==> src/rtl/id_stage_pkg.sv <==
// Shared RV32I decode vocabulary: operation encodings, the stage control bundle,
// opcode/funct constants and the immediate-format selector.
package id_stage_pkg;

    localparam int DATA_WIDTH_ALU_OP  = 5;
    localparam int DATA_WIDTH_MEM_OP  = 4;
    localparam int DATA_WIDTH_CTRL_OP = 2;
    localparam int DATA_WIDTH_ISA_EXP = 2;

    typedef enum logic [DATA_WIDTH_ALU_OP-1:0] {
        ALU_OP_NOP    = 5'd0,
        ALU_OP_ADD    = 5'd1,
        ALU_OP_SUB    = 5'd2,
        ALU_OP_SLT    = 5'd3,
        ALU_OP_SLTU   = 5'd4,
        ALU_OP_XOR    = 5'd5,
        ALU_OP_OR     = 5'd6,
        ALU_OP_AND    = 5'd7,
        ALU_OP_SLL    = 5'd8,
        ALU_OP_SRL    = 5'd9,
        ALU_OP_SRA    = 5'd10,
        ALU_OP_MUL    = 5'd11,
        ALU_OP_MULH   = 5'd12,
        ALU_OP_MULHSU = 5'd13,
        ALU_OP_MULHU  = 5'd14,
        ALU_OP_DIV    = 5'd15,
        ALU_OP_DIVU   = 5'd16,
        ALU_OP_REM    = 5'd17,
        ALU_OP_REMU   = 5'd18
    } alu_op_e;

    typedef enum logic [DATA_WIDTH_MEM_OP-1:0] {
        MEM_OP_NOP      = 4'd0,
        MEM_OP_LOAD_LW  = 4'd1,
        MEM_OP_LOAD_LH  = 4'd2,
        MEM_OP_LOAD_LB  = 4'd3,
        MEM_OP_LOAD_LHU = 4'd4,
        MEM_OP_LOAD_LBU = 4'd5,
        MEM_OP_STORE_SW = 4'd6,
        MEM_OP_STORE_SH = 4'd7,
        MEM_OP_STORE_SB = 4'd8
    } mem_op_e;

    typedef enum logic [DATA_WIDTH_CTRL_OP-1:0] {
        CTRL_OP_NOP  = 2'd0,
        CTRL_OP_JAL  = 2'd1,
        CTRL_OP_JALR = 2'd2,
        CTRL_OP_BR   = 2'd3
    } ctrl_op_e;

    typedef enum logic [DATA_WIDTH_ISA_EXP-1:0] {
        ISA_EXP_NO_EXP     = 2'd0,
        ISA_EXP_UNDEF_INSN = 2'd1,
        ISA_EXP_MISALIGN   = 2'd2
    } isa_exp_e;

    typedef enum logic [2:0] {
        IMM_FMT_NONE = 3'd0,
        IMM_FMT_I    = 3'd1,
        IMM_FMT_S    = 3'd2,
        IMM_FMT_B    = 3'd3,
        IMM_FMT_U    = 3'd4,
        IMM_FMT_J    = 3'd5
    } imm_fmt_e;

    typedef struct packed {
        alu_op_e  alu_op;
        mem_op_e  mem_op;
        ctrl_op_e ctrl_op;
        isa_exp_e exp_code;
        logic     gpr_we_;
    } ctrl_t;

    localparam ctrl_t CTRL_NOP = '{
        alu_op:   ALU_OP_NOP,
        mem_op:   MEM_OP_NOP,
        ctrl_op:  CTRL_OP_NOP,
        exp_code: ISA_EXP_NO_EXP,
        gpr_we_:  1'b1
    };

    localparam logic [6:0] OPC_LUI      = 7'b0110111;
    localparam logic [6:0] OPC_AUIPC    = 7'b0010111;
    localparam logic [6:0] OPC_JAL      = 7'b1101111;
    localparam logic [6:0] OPC_JALR     = 7'b1100111;
    localparam logic [6:0] OPC_BRANCH   = 7'b1100011;
    localparam logic [6:0] OPC_LOAD     = 7'b0000011;
    localparam logic [6:0] OPC_STORE    = 7'b0100011;
    localparam logic [6:0] OPC_OP_IMM   = 7'b0010011;
    localparam logic [6:0] OPC_OP       = 7'b0110011;
    localparam logic [6:0] OPC_MISC_MEM = 7'b0001111;

    localparam logic [6:0] FUNCT7_BASE   = 7'b0000000;
    localparam logic [6:0] FUNCT7_ALT    = 7'b0100000;
    localparam logic [6:0] FUNCT7_MULDIV = 7'b0000001;

    function automatic logic [31:0] imm32(input logic [31:0] insn, input imm_fmt_e fmt);
        logic [31:0] imm;
        case (fmt)
            IMM_FMT_I: imm = {{20{insn[31]}}, insn[31:20]};
            IMM_FMT_S: imm = {{20{insn[31]}}, insn[31:25], insn[11:7]};
            IMM_FMT_B: imm = {{19{insn[31]}}, insn[31], insn[7], insn[30:25], insn[11:8], 1'b0};
            IMM_FMT_U: imm = {insn[31:12], 12'b0};
            IMM_FMT_J: imm = {{11{insn[31]}}, insn[31], insn[19:12], insn[20], insn[30:21], 1'b0};
            default:   imm = 32'b0;
        endcase
        return imm;
    endfunction

    // funct3 -> ALU op shared by OP and OP_IMM; 101 is refined to SRA by funct7.
    function automatic alu_op_e base_alu_op(input logic [2:0] funct3);
        alu_op_e op;
        case (funct3)
            3'b000:  op = ALU_OP_ADD;
            3'b001:  op = ALU_OP_SLL;
            3'b010:  op = ALU_OP_SLT;
            3'b011:  op = ALU_OP_SLTU;
            3'b100:  op = ALU_OP_XOR;
            3'b101:  op = ALU_OP_SRL;
            3'b110:  op = ALU_OP_OR;
            default: op = ALU_OP_AND;
        endcase
        return op;
    endfunction

    function automatic logic is_load(input mem_op_e op);
        return (op == MEM_OP_LOAD_LW) || (op == MEM_OP_LOAD_LH) || (op == MEM_OP_LOAD_LB) ||
               (op == MEM_OP_LOAD_LHU) || (op == MEM_OP_LOAD_LBU);
    endfunction

endpackage

==> src/rtl/id_stage_decode.sv <==
// Combinational RV32I decode: instruction + PC + operands -> control bundle, operands,
// rs-use flags and control-transfer outcome. SIICPU_RV32M_EN adds the M-extension ops.
module id_decode_comb
    import id_stage_pkg::*;
#(
    parameter int XLEN     = 32,
    parameter int GPR_AW   = 5,
    parameter int BR_ALIGN = 2
) (
    input  logic [31:0]       insn,
    input  logic [XLEN-1:0]   pc,
    input  logic [XLEN-1:0]   rs1_data,
    input  logic [XLEN-1:0]   rs2_data,
    output ctrl_t             ctrl,
    output logic [XLEN-1:0]   alu_in_0,
    output logic [XLEN-1:0]   alu_in_1,
    output logic [XLEN-1:0]   gpr_data,
    output logic [GPR_AW-1:0] dst_addr,
    output logic              use_rs1,
    output logic              use_rs2,
    output logic              taken,
    output logic [XLEN-1:0]   target
);

    localparam logic [XLEN-1:0] ALIGN_MASK = XLEN'((64'd1 << BR_ALIGN) - 64'd1);

    logic [6:0]      opcode;
    logic [2:0]      funct3;
    logic [6:0]      funct7;
    imm_fmt_e        fmt_sel;
    logic [XLEN-1:0] imm;
    logic [XLEN-1:0] pc_sum;
    logic [XLEN-1:0] rs1_sum;
    logic            br_cond;
    logic            br_fn_ok;
    logic            undef;
    logic            xfer;

    assign opcode  = insn[6:0];
    assign funct3  = insn[14:12];
    assign funct7  = insn[31:25];
    assign imm     = XLEN'($signed(imm32(insn, fmt_sel)));
    assign pc_sum  = pc + imm;
    assign rs1_sum = rs1_data + imm;

    always_comb begin
        case (opcode)
            OPC_LUI, OPC_AUIPC:            fmt_sel = IMM_FMT_U;
            OPC_JAL:                       fmt_sel = IMM_FMT_J;
            OPC_JALR, OPC_LOAD, OPC_OP_IMM: fmt_sel = IMM_FMT_I;
            OPC_STORE:                     fmt_sel = IMM_FMT_S;
            OPC_BRANCH:                    fmt_sel = IMM_FMT_B;
            default:                       fmt_sel = IMM_FMT_NONE;
        endcase
    end

    always_comb begin
        br_cond  = 1'b0;
        br_fn_ok = 1'b1;
        case (funct3)
            3'b000:  br_cond = (rs1_data == rs2_data);
            3'b001:  br_cond = (rs1_data != rs2_data);
            3'b100:  br_cond = ($signed(rs1_data) <  $signed(rs2_data));
            3'b101:  br_cond = ($signed(rs1_data) >= $signed(rs2_data));
            3'b110:  br_cond = (rs1_data <  rs2_data);
            3'b111:  br_cond = (rs1_data >= rs2_data);
            default: br_fn_ok = 1'b0;
        endcase
    end

    always_comb begin
        ctrl     = CTRL_NOP;
        alu_in_0 = rs1_data;
        alu_in_1 = rs2_data;
        gpr_data = rs2_data;
        dst_addr = GPR_AW'(insn[11:7]);
        use_rs1  = 1'b0;
        use_rs2  = 1'b0;
        undef    = 1'b0;
        xfer     = 1'b0;
        target   = pc_sum;

        case (opcode)
            OPC_LUI: begin
                ctrl.alu_op  = ALU_OP_ADD;
                ctrl.gpr_we_ = 1'b0;
                alu_in_0     = imm;
                alu_in_1     = '0;
            end
            OPC_AUIPC: begin
                ctrl.alu_op  = ALU_OP_ADD;
                ctrl.gpr_we_ = 1'b0;
                alu_in_0     = imm;
                alu_in_1     = pc;
            end
            OPC_JAL: begin
                ctrl.ctrl_op = CTRL_OP_JAL;
                ctrl.alu_op  = ALU_OP_ADD;
                ctrl.gpr_we_ = 1'b0;
                alu_in_0     = pc;
                alu_in_1     = XLEN'(4);
                xfer         = 1'b1;
            end
            OPC_JALR: begin
                use_rs1      = 1'b1;
                undef        = (funct3 != 3'b000);
                ctrl.ctrl_op = CTRL_OP_JALR;
                ctrl.alu_op  = ALU_OP_ADD;
                ctrl.gpr_we_ = 1'b0;
                alu_in_0     = pc;
                alu_in_1     = XLEN'(4);
                xfer         = 1'b1;
                target       = rs1_sum & ~XLEN'(1);
            end
            OPC_BRANCH: begin
                use_rs1      = 1'b1;
                use_rs2      = 1'b1;
                undef        = !br_fn_ok;
                ctrl.ctrl_op = CTRL_OP_BR;
                dst_addr     = '0;
                xfer         = br_cond;
            end
            OPC_LOAD: begin
                use_rs1      = 1'b1;
                ctrl.alu_op  = ALU_OP_ADD;
                ctrl.gpr_we_ = 1'b0;
                alu_in_1     = imm;
                case (funct3)
                    3'b000:  ctrl.mem_op = MEM_OP_LOAD_LB;
                    3'b001:  ctrl.mem_op = MEM_OP_LOAD_LH;
                    3'b010:  ctrl.mem_op = MEM_OP_LOAD_LW;
                    3'b100:  ctrl.mem_op = MEM_OP_LOAD_LBU;
                    3'b101:  ctrl.mem_op = MEM_OP_LOAD_LHU;
                    default: undef = 1'b1;
                endcase
            end
            OPC_STORE: begin
                use_rs1     = 1'b1;
                use_rs2     = 1'b1;
                ctrl.alu_op = ALU_OP_ADD;
                alu_in_1    = imm;
                dst_addr    = '0;
                case (funct3)
                    3'b000:  ctrl.mem_op = MEM_OP_STORE_SB;
                    3'b001:  ctrl.mem_op = MEM_OP_STORE_SH;
                    3'b010:  ctrl.mem_op = MEM_OP_STORE_SW;
                    default: undef = 1'b1;
                endcase
            end
            OPC_OP_IMM: begin
                // Immediate forms carry the immediate (or shamt) on operand 0, rs1 on operand 1.
                use_rs1      = 1'b1;
                ctrl.gpr_we_ = 1'b0;
                ctrl.alu_op  = base_alu_op(funct3);
                alu_in_0     = imm;
                alu_in_1     = rs1_data;
                if (funct3 == 3'b001 || funct3 == 3'b101) begin
                    alu_in_0 = XLEN'(insn[24:20]);
                    if (funct3 == 3'b101 && funct7 == FUNCT7_ALT) begin
                        ctrl.alu_op = ALU_OP_SRA;
                    end else if (funct7 != FUNCT7_BASE) begin
                        undef = 1'b1;
                    end
                end
            end
            OPC_OP: begin
                use_rs1      = 1'b1;
                use_rs2      = 1'b1;
                ctrl.gpr_we_ = 1'b0;
                case (funct7)
                    FUNCT7_BASE: ctrl.alu_op = base_alu_op(funct3);
                    FUNCT7_ALT: begin
                        if (funct3 == 3'b000) begin
                            ctrl.alu_op = ALU_OP_SUB;
                        end else if (funct3 == 3'b101) begin
                            ctrl.alu_op = ALU_OP_SRA;
                        end else begin
                            undef = 1'b1;
                        end
                    end
`ifdef SIICPU_RV32M_EN
                    FUNCT7_MULDIV: ctrl.alu_op = alu_op_e'(ALU_OP_MUL + DATA_WIDTH_ALU_OP'(funct3));
`endif
                    default: undef = 1'b1;
                endcase
            end
            OPC_MISC_MEM: dst_addr = '0;
            default:      undef = 1'b1;
        endcase

        if (undef) begin
            ctrl     = CTRL_NOP;
            ctrl.exp_code = ISA_EXP_UNDEF_INSN;
            xfer     = 1'b0;
        end else if (xfer && ((target & ALIGN_MASK) != '0)) begin
            // A faulting transfer neither redirects nor writes its link register.
            ctrl.exp_code = ISA_EXP_MISALIGN;
            ctrl.gpr_we_  = 1'b1;
            xfer          = 1'b0;
        end
        if (dst_addr == '0) begin
            ctrl.gpr_we_ = 1'b1;
        end
        taken = xfer;
    end

endmodule

==> src/rtl/id_stage.sv <==
// Registered RV32I decode stage: 1-cycle accept->ex_valid, one-cycle registered redirect,
// load-use interlock; a held bundle (ex_valid & !ex_ready) freezes the stage and drops if_ready.
module id_stage
    import id_stage_pkg::*;
#(
    parameter int XLEN     = 32,
    parameter int GPR_AW   = 5,
    parameter int BR_ALIGN = 2
) (
    input  logic                          clk,
    input  logic                          rst,
    input  logic                          flush,
    input  logic                          if_valid,
    output logic                          if_ready,
    input  logic [31:0]                   if_insn,
    input  logic [XLEN-1:0]               if_pc,
    output logic [GPR_AW-1:0]             gpr_rd_addr_0,
    output logic [GPR_AW-1:0]             gpr_rd_addr_1,
    input  logic [XLEN-1:0]               gpr_rd_data_0,
    input  logic [XLEN-1:0]               gpr_rd_data_1,
    output logic                          ex_valid,
    input  logic                          ex_ready,
    output logic [XLEN-1:0]               id_pc,
    output alu_op_e                       alu_op,
    output logic [XLEN-1:0]               alu_in_0,
    output logic [XLEN-1:0]               alu_in_1,
    output logic [GPR_AW-1:0]             dst_addr,
    output logic                          gpr_we_,
    output mem_op_e                       mem_op,
    output logic [XLEN-1:0]               gpr_data,
    output ctrl_op_e                      ctrl_op,
    output isa_exp_e                      exp_code,
    output logic                          br_taken,
    output logic [XLEN-1:0]               br_addr
);

    ctrl_t             dec_ctrl;
    logic [XLEN-1:0]   dec_alu_in_0;
    logic [XLEN-1:0]   dec_alu_in_1;
    logic [XLEN-1:0]   dec_gpr_data;
    logic [GPR_AW-1:0] dec_dst_addr;
    logic              dec_use_rs1;
    logic              dec_use_rs2;
    logic              dec_taken;
    logic [XLEN-1:0]   dec_target;

    ctrl_t             ctrl_q, ctrl_d;
    logic              ex_valid_q, ex_valid_d;
    logic              br_taken_q, br_taken_d;
    logic [XLEN-1:0]   br_addr_q, br_addr_d;
    logic [XLEN-1:0]   id_pc_q, id_pc_d;
    logic [XLEN-1:0]   alu_in_0_q, alu_in_0_d;
    logic [XLEN-1:0]   alu_in_1_q, alu_in_1_d;
    logic [XLEN-1:0]   gpr_data_q, gpr_data_d;
    logic [GPR_AW-1:0] dst_addr_q, dst_addr_d;

    logic advance;
    logic hazard;
    logic accept;
    logic load;

    assign gpr_rd_addr_0 = GPR_AW'(if_insn[19:15]);
    assign gpr_rd_addr_1 = GPR_AW'(if_insn[24:20]);

    id_decode_comb #(
        .XLEN     (XLEN),
        .GPR_AW   (GPR_AW),
        .BR_ALIGN (BR_ALIGN)
    ) u_decode (
        .insn     (if_insn),
        .pc       (if_pc),
        .rs1_data (gpr_rd_data_0),
        .rs2_data (gpr_rd_data_1),
        .ctrl     (dec_ctrl),
        .alu_in_0 (dec_alu_in_0),
        .alu_in_1 (dec_alu_in_1),
        .gpr_data (dec_gpr_data),
        .dst_addr (dec_dst_addr),
        .use_rs1  (dec_use_rs1),
        .use_rs2  (dec_use_rs2),
        .taken    (dec_taken),
        .target   (dec_target)
    );

    assign advance = !ex_valid_q || ex_ready;
    assign hazard  = ex_valid_q && is_load(ctrl_q.mem_op) && (dst_addr_q != '0) &&
                     ((dec_use_rs1 && (gpr_rd_addr_0 == dst_addr_q)) ||
                      (dec_use_rs2 && (gpr_rd_addr_1 == dst_addr_q)));
    assign if_ready = advance && !hazard && !flush;
    assign accept   = if_valid && if_ready;
    // The instruction offered while a redirect is out is wrong-path: consume and drop it.
    assign load     = accept && !br_taken_q;

    always_comb begin
        ctrl_d     = ctrl_q;
        ex_valid_d = ex_valid_q;
        br_taken_d = br_taken_q;
        br_addr_d  = br_addr_q;
        id_pc_d    = id_pc_q;
        alu_in_0_d = alu_in_0_q;
        alu_in_1_d = alu_in_1_q;
        gpr_data_d = gpr_data_q;
        dst_addr_d = dst_addr_q;

        if (flush) begin
            ex_valid_d = 1'b0;
            br_taken_d = 1'b0;
            ctrl_d     = CTRL_NOP;
        end else if (advance) begin
            ex_valid_d = load;
            br_taken_d = load && dec_taken;
            ctrl_d     = load ? dec_ctrl : CTRL_NOP;
            id_pc_d    = if_pc;
            alu_in_0_d = dec_alu_in_0;
            alu_in_1_d = dec_alu_in_1;
            gpr_data_d = dec_gpr_data;
            dst_addr_d = dec_dst_addr;
            if (load && dec_taken) begin
                br_addr_d = dec_target;
            end
        end
    end

    always_ff @(posedge clk) begin
        if (rst) begin
            ctrl_q     <= CTRL_NOP;
            ex_valid_q <= 1'b0;
            br_taken_q <= 1'b0;
            br_addr_q  <= '0;
            id_pc_q    <= '0;
            alu_in_0_q <= '0;
            alu_in_1_q <= '0;
            gpr_data_q <= '0;
            dst_addr_q <= '0;
        end else begin
            ctrl_q     <= ctrl_d;
            ex_valid_q <= ex_valid_d;
            br_taken_q <= br_taken_d;
            br_addr_q  <= br_addr_d;
            id_pc_q    <= id_pc_d;
            alu_in_0_q <= alu_in_0_d;
            alu_in_1_q <= alu_in_1_d;
            gpr_data_q <= gpr_data_d;
            dst_addr_q <= dst_addr_d;
        end
    end

    assign ex_valid = ex_valid_q;
    assign id_pc    = id_pc_q;
    assign alu_op   = ctrl_q.alu_op;
    assign mem_op   = ctrl_q.mem_op;
    assign ctrl_op  = ctrl_q.ctrl_op;
    assign exp_code = ctrl_q.exp_code;
    assign gpr_we_  = ctrl_q.gpr_we_;
    assign alu_in_0 = alu_in_0_q;
    assign alu_in_1 = alu_in_1_q;
    assign gpr_data = gpr_data_q;
    assign dst_addr = dst_addr_q;
    assign br_taken = br_taken_q;
    assign br_addr  = br_addr_q;

endmodule

==> config.mk <==
export PLATFORM = sky130hd
export DESIGN_NAME = id_stage
export DESIGN_NICKNAME = d
export VERILOG_FILES = /design/src/rtl/id_stage_pkg.sv /design/src/rtl/id_stage_decode.sv /design/src/rtl/id_stage.sv
export SDC_FILE = /design/constraint.sdc
export NUM_CORES = 1
export LEC_CHECK = 0
export ABC_CLOCK_PERIOD_IN_PS = 5000
export CAP_MARGIN = 10
export CORE_UTILIZATION = 46
export DETAILED_ROUTE_END_ITERATION = 8
export PLACE_DENSITY = 0.84
export SYNTH_ARGS = -nofsm -noshare
export SYNTH_HDL_FRONTEND = slang
export SYNTH_SLANG_ARGS = --single-unit
==> constraint.sdc <==
create_clock -name clk -period 5 [get_ports clk]
set_clock_uncertainty 0.2 [all_clocks]
set_input_delay 0.75 -clock clk [delete_from_list [all_inputs] [get_ports clk]]
set_output_delay 0.75 -clock clk [all_outputs]
set_load 0.01 [all_outputs]
==> out/metrics.cfg <==
[cts]
clk_path_buf_depth = 2
htree_levels = 4
path_clk_slew_ps = 90
cts_buffers = 17
root_buffer = clkbuf_16
ctsResizeCount = 0
tritoncts = yes
clk_latency_ps = 460
cts.sinks = 180
postCtsSetupRepairBufs = 0
cts_hold_buf = 0

[logic_synthesis]
synth_seq_cells = 180
synth_flop_cell = dfxtp_1
synth_area_leaders = dfxtp_1 (28%), ha_1 (9.0%), a21oi_1 (8.4%)
synthArstFlopShare_pct = 0
synth.yosys.warnings = 0
ys_seq_area_share_pct = 28.3
synth_edf_count = 0
synth_area_per_cell_um2 = 7.56
synth_top_cells_by_count = nand2_1 (225), a21oi_1 (214), dfxtp_1 (180), nor2_1 (147), o21ai_0 (97)
syn_inst = 1681
ys_types = 90
syn-cell-area_mm2 = 0.0127
syn-num-nets = 1907
synth_top_area_share_pct = 28.3
yosys.area.top_type = dfxtp_1
yosysMostFrequentCell = nand2_1

[setup_path]
crit_chain = clkdlybuf4s50_1 > nand4bb_4 > or2_4 > buf_4 > nor2_2 > a21o_1 > ha_1 > inv_1 > fa_1 > nor2b_2 > o31a_1 > o41ai_1 > buf_4 > a21oi_2 > o2111a_1 > o211ai_1 > buf_4 > a21oi_2 > nor3_1 > buf_4 > mux2i_1 > o211ai_1 > o211ai_1
path_depth = 23
cpMostUsedCell = buf_4
cp_max_fo = 5
worst_r2r_startpoint = dst_addr[4]
crit_arrival_ps = 4920
crit_path_top_delay_cell = clkdlybuf4s50_1
path_class = in -> reg
path_buf_inv = 6
crit_family = compound AO/OA/AOI/OAI gates
cp-end-kind = flop
r2r.worst_path.cells = 13
cp-start-kind = input port
r2r_slack_ps = 2050
cp.required_ps = 5130
critPathMaxStageDelay_ps = 440
reg2reg_to = br_addr[30]

[sta]
relSlewSlack_pct = 27.4
fin_ws_ps = 206
hold_slack_ps = 257
fmax_mhz = 209
setup_viol = 0
period_minus_slack_ps = 4790
slew_viol_final = 0
fin_crit_sh_pct = 95.9
hold_viol_final = 0
worst_slew_pin_slew_ps = 1090

[die]
core-area_mm2 = 0.0270
die_w_um = 168
die_y_um = 168
die-area_mm2 = 0.0283
num_rows = 60
start_util_pct = 47.1
io_pins = 325

[drt]
dr.max_layer_used = met4
dr_wl_met3_mm = 4.98
drt_iter0_drc = 1616
wl_per_cell_um = 23.0
drt-total-wl_mm = 56.6
first_pass_iters = 8
vias_per_cell = 6.22
final_antenna_net_count = 0
route.met2.wl_mm = 26.5
vias = 15300
wl_met1_mm = 21.3
drc_errors = 0

[place]
hpwlAfterDp_mm = 44.1
gp_congestion = 1.03
port_buffers = 323
dp_cells = 2425
dp_slack_ps = -360

[final_layout]
area_growth_pct = 42.4
fin_util_pct = 67.0
drive_gt1_share_pct = 13.8
nets = 2329
layout.cells.non_filler = 2458

[global_route]
grt_max_degree = 91
grt_pass1_vias = 14765
globalRouteTotalUtil_pct = 39.2
antenna_found_initial = 1
overflow = 0
grt_pass1_wl_mm = 85.0

[hold_path]
holdPathEnd = gpr_data[14]
worstHoldStart = gpr_data[14]
min_path_type = reg -> reg
min_delay_path_depth = 2

[pwr]
pwr_density_cell_mw_per_mm2 = 223
p_leak_nw = 7.76
ir_drop_mv = 0.182
power.total_mw = 4.04

[flow_run]
max-cap-violations = 0

[outcome]
outcome = completed

-- where the power goes --
group | switching [mW] | total (mW) | internal (mW)
sequential | 0.0402 | 1.54 | 1.50
combinational | 0.561 | 1.04 | 0.482
clock | 0.762 | 1.45 | 0.693
-- layout make-up --
type                       instances  area, um2
multi-input combinational       1318       8410
clock inverter                    15        205
fill                            2282       8920
antenna                            1       2.50
sequential                       180       3600
inverter                          57        214
timing repair buffer             529       4820
tap                              341        427
clock buffer                      17        425
-- worst register-to-register path: cells and delay by family, from the launching register on --
family	cells	cell delay, ps
AND/OR/NAND/NOR	5	980
AO/OA/AOI/OAI	4	540
buffers and inverters	3	480
flip-flops	1	470
XOR/XNOR	1	150
-- registers in the layout, summed over array words and instances, names as in the netlist, 4 cells and up --
register and flops:
dst_addr 5, br_addr 32, alu_in_1 32, alu_op 4, id_pc 32, alu_in_0 32
mem_op 4, gpr_data 32
-- stage by stage --
step	setup TNS, ps	area (um2)
global route	-4.12	18100
floorplan	0	12700
finish	0	18100
CTS	0	18000
global placement	-1490	17400
detailed placement	-2160	17400
-- worst max path at each step --
stage | slack (ps) | from | end
after CTS | 80 | if_insn[2] | br_addr[30]
after global routing | -4 | if_insn[2] | br_addr[20]
after floorplan | 210 | if_insn[2] | br_addr[20]
final | 210 | if_insn[2] | br_addr[30]
after detailed placement | -360 | if_insn[2] | br_addr[30]
after global placement | -300 | if_insn[2] | br_addr[30]
-- placed cells by master (no fill, tap or decap), types with 29 or more instances in the layout --
cell	synthesis	final
nor3_1	41	38
ha_1	91	91
a221oi_1	37	37
clkdlybuf4s50_1	0	320
a21oi_1	214	209
nand2_1	225	225
buf_4	16	203
inv_1	56	56
nor2_1	147	141
xnor2_1	35	35
a21o_1	54	54
o21ai_0	97	93
a211oi_1	31	29
dfxtp_1	180	180
-- routing by layer --
layer  up-vias  global-route usage (%)
met5         -                       0
met2       914                    65.8
met1      7170                    45.3
met3       238                    7.99
met4         0                    25.4
li1       6978                       -
-- kinds of logic (layout without fill, tap and decap cells) --
| logic type | count (synthesis) | count (layout) | synth area share, % |
|---|---|---|---|
| fa+ha+maj | 94 | 94 | 9.38 |
| xor+xnor | 60 | 60 | 4.13 |
| compound gates | 595 | 595 | 31.0 |
| mux | 6 | 6 | 0.482 |
| flops | 180 | 180 | 28.3 |
| buf+inv | 183 | 618 | 6.33 |
| simple gates | 562 | 562 | 20.3 |
| other cells | 1 | 2 | 0.0295 |
(Power assumes the default switching activity.)
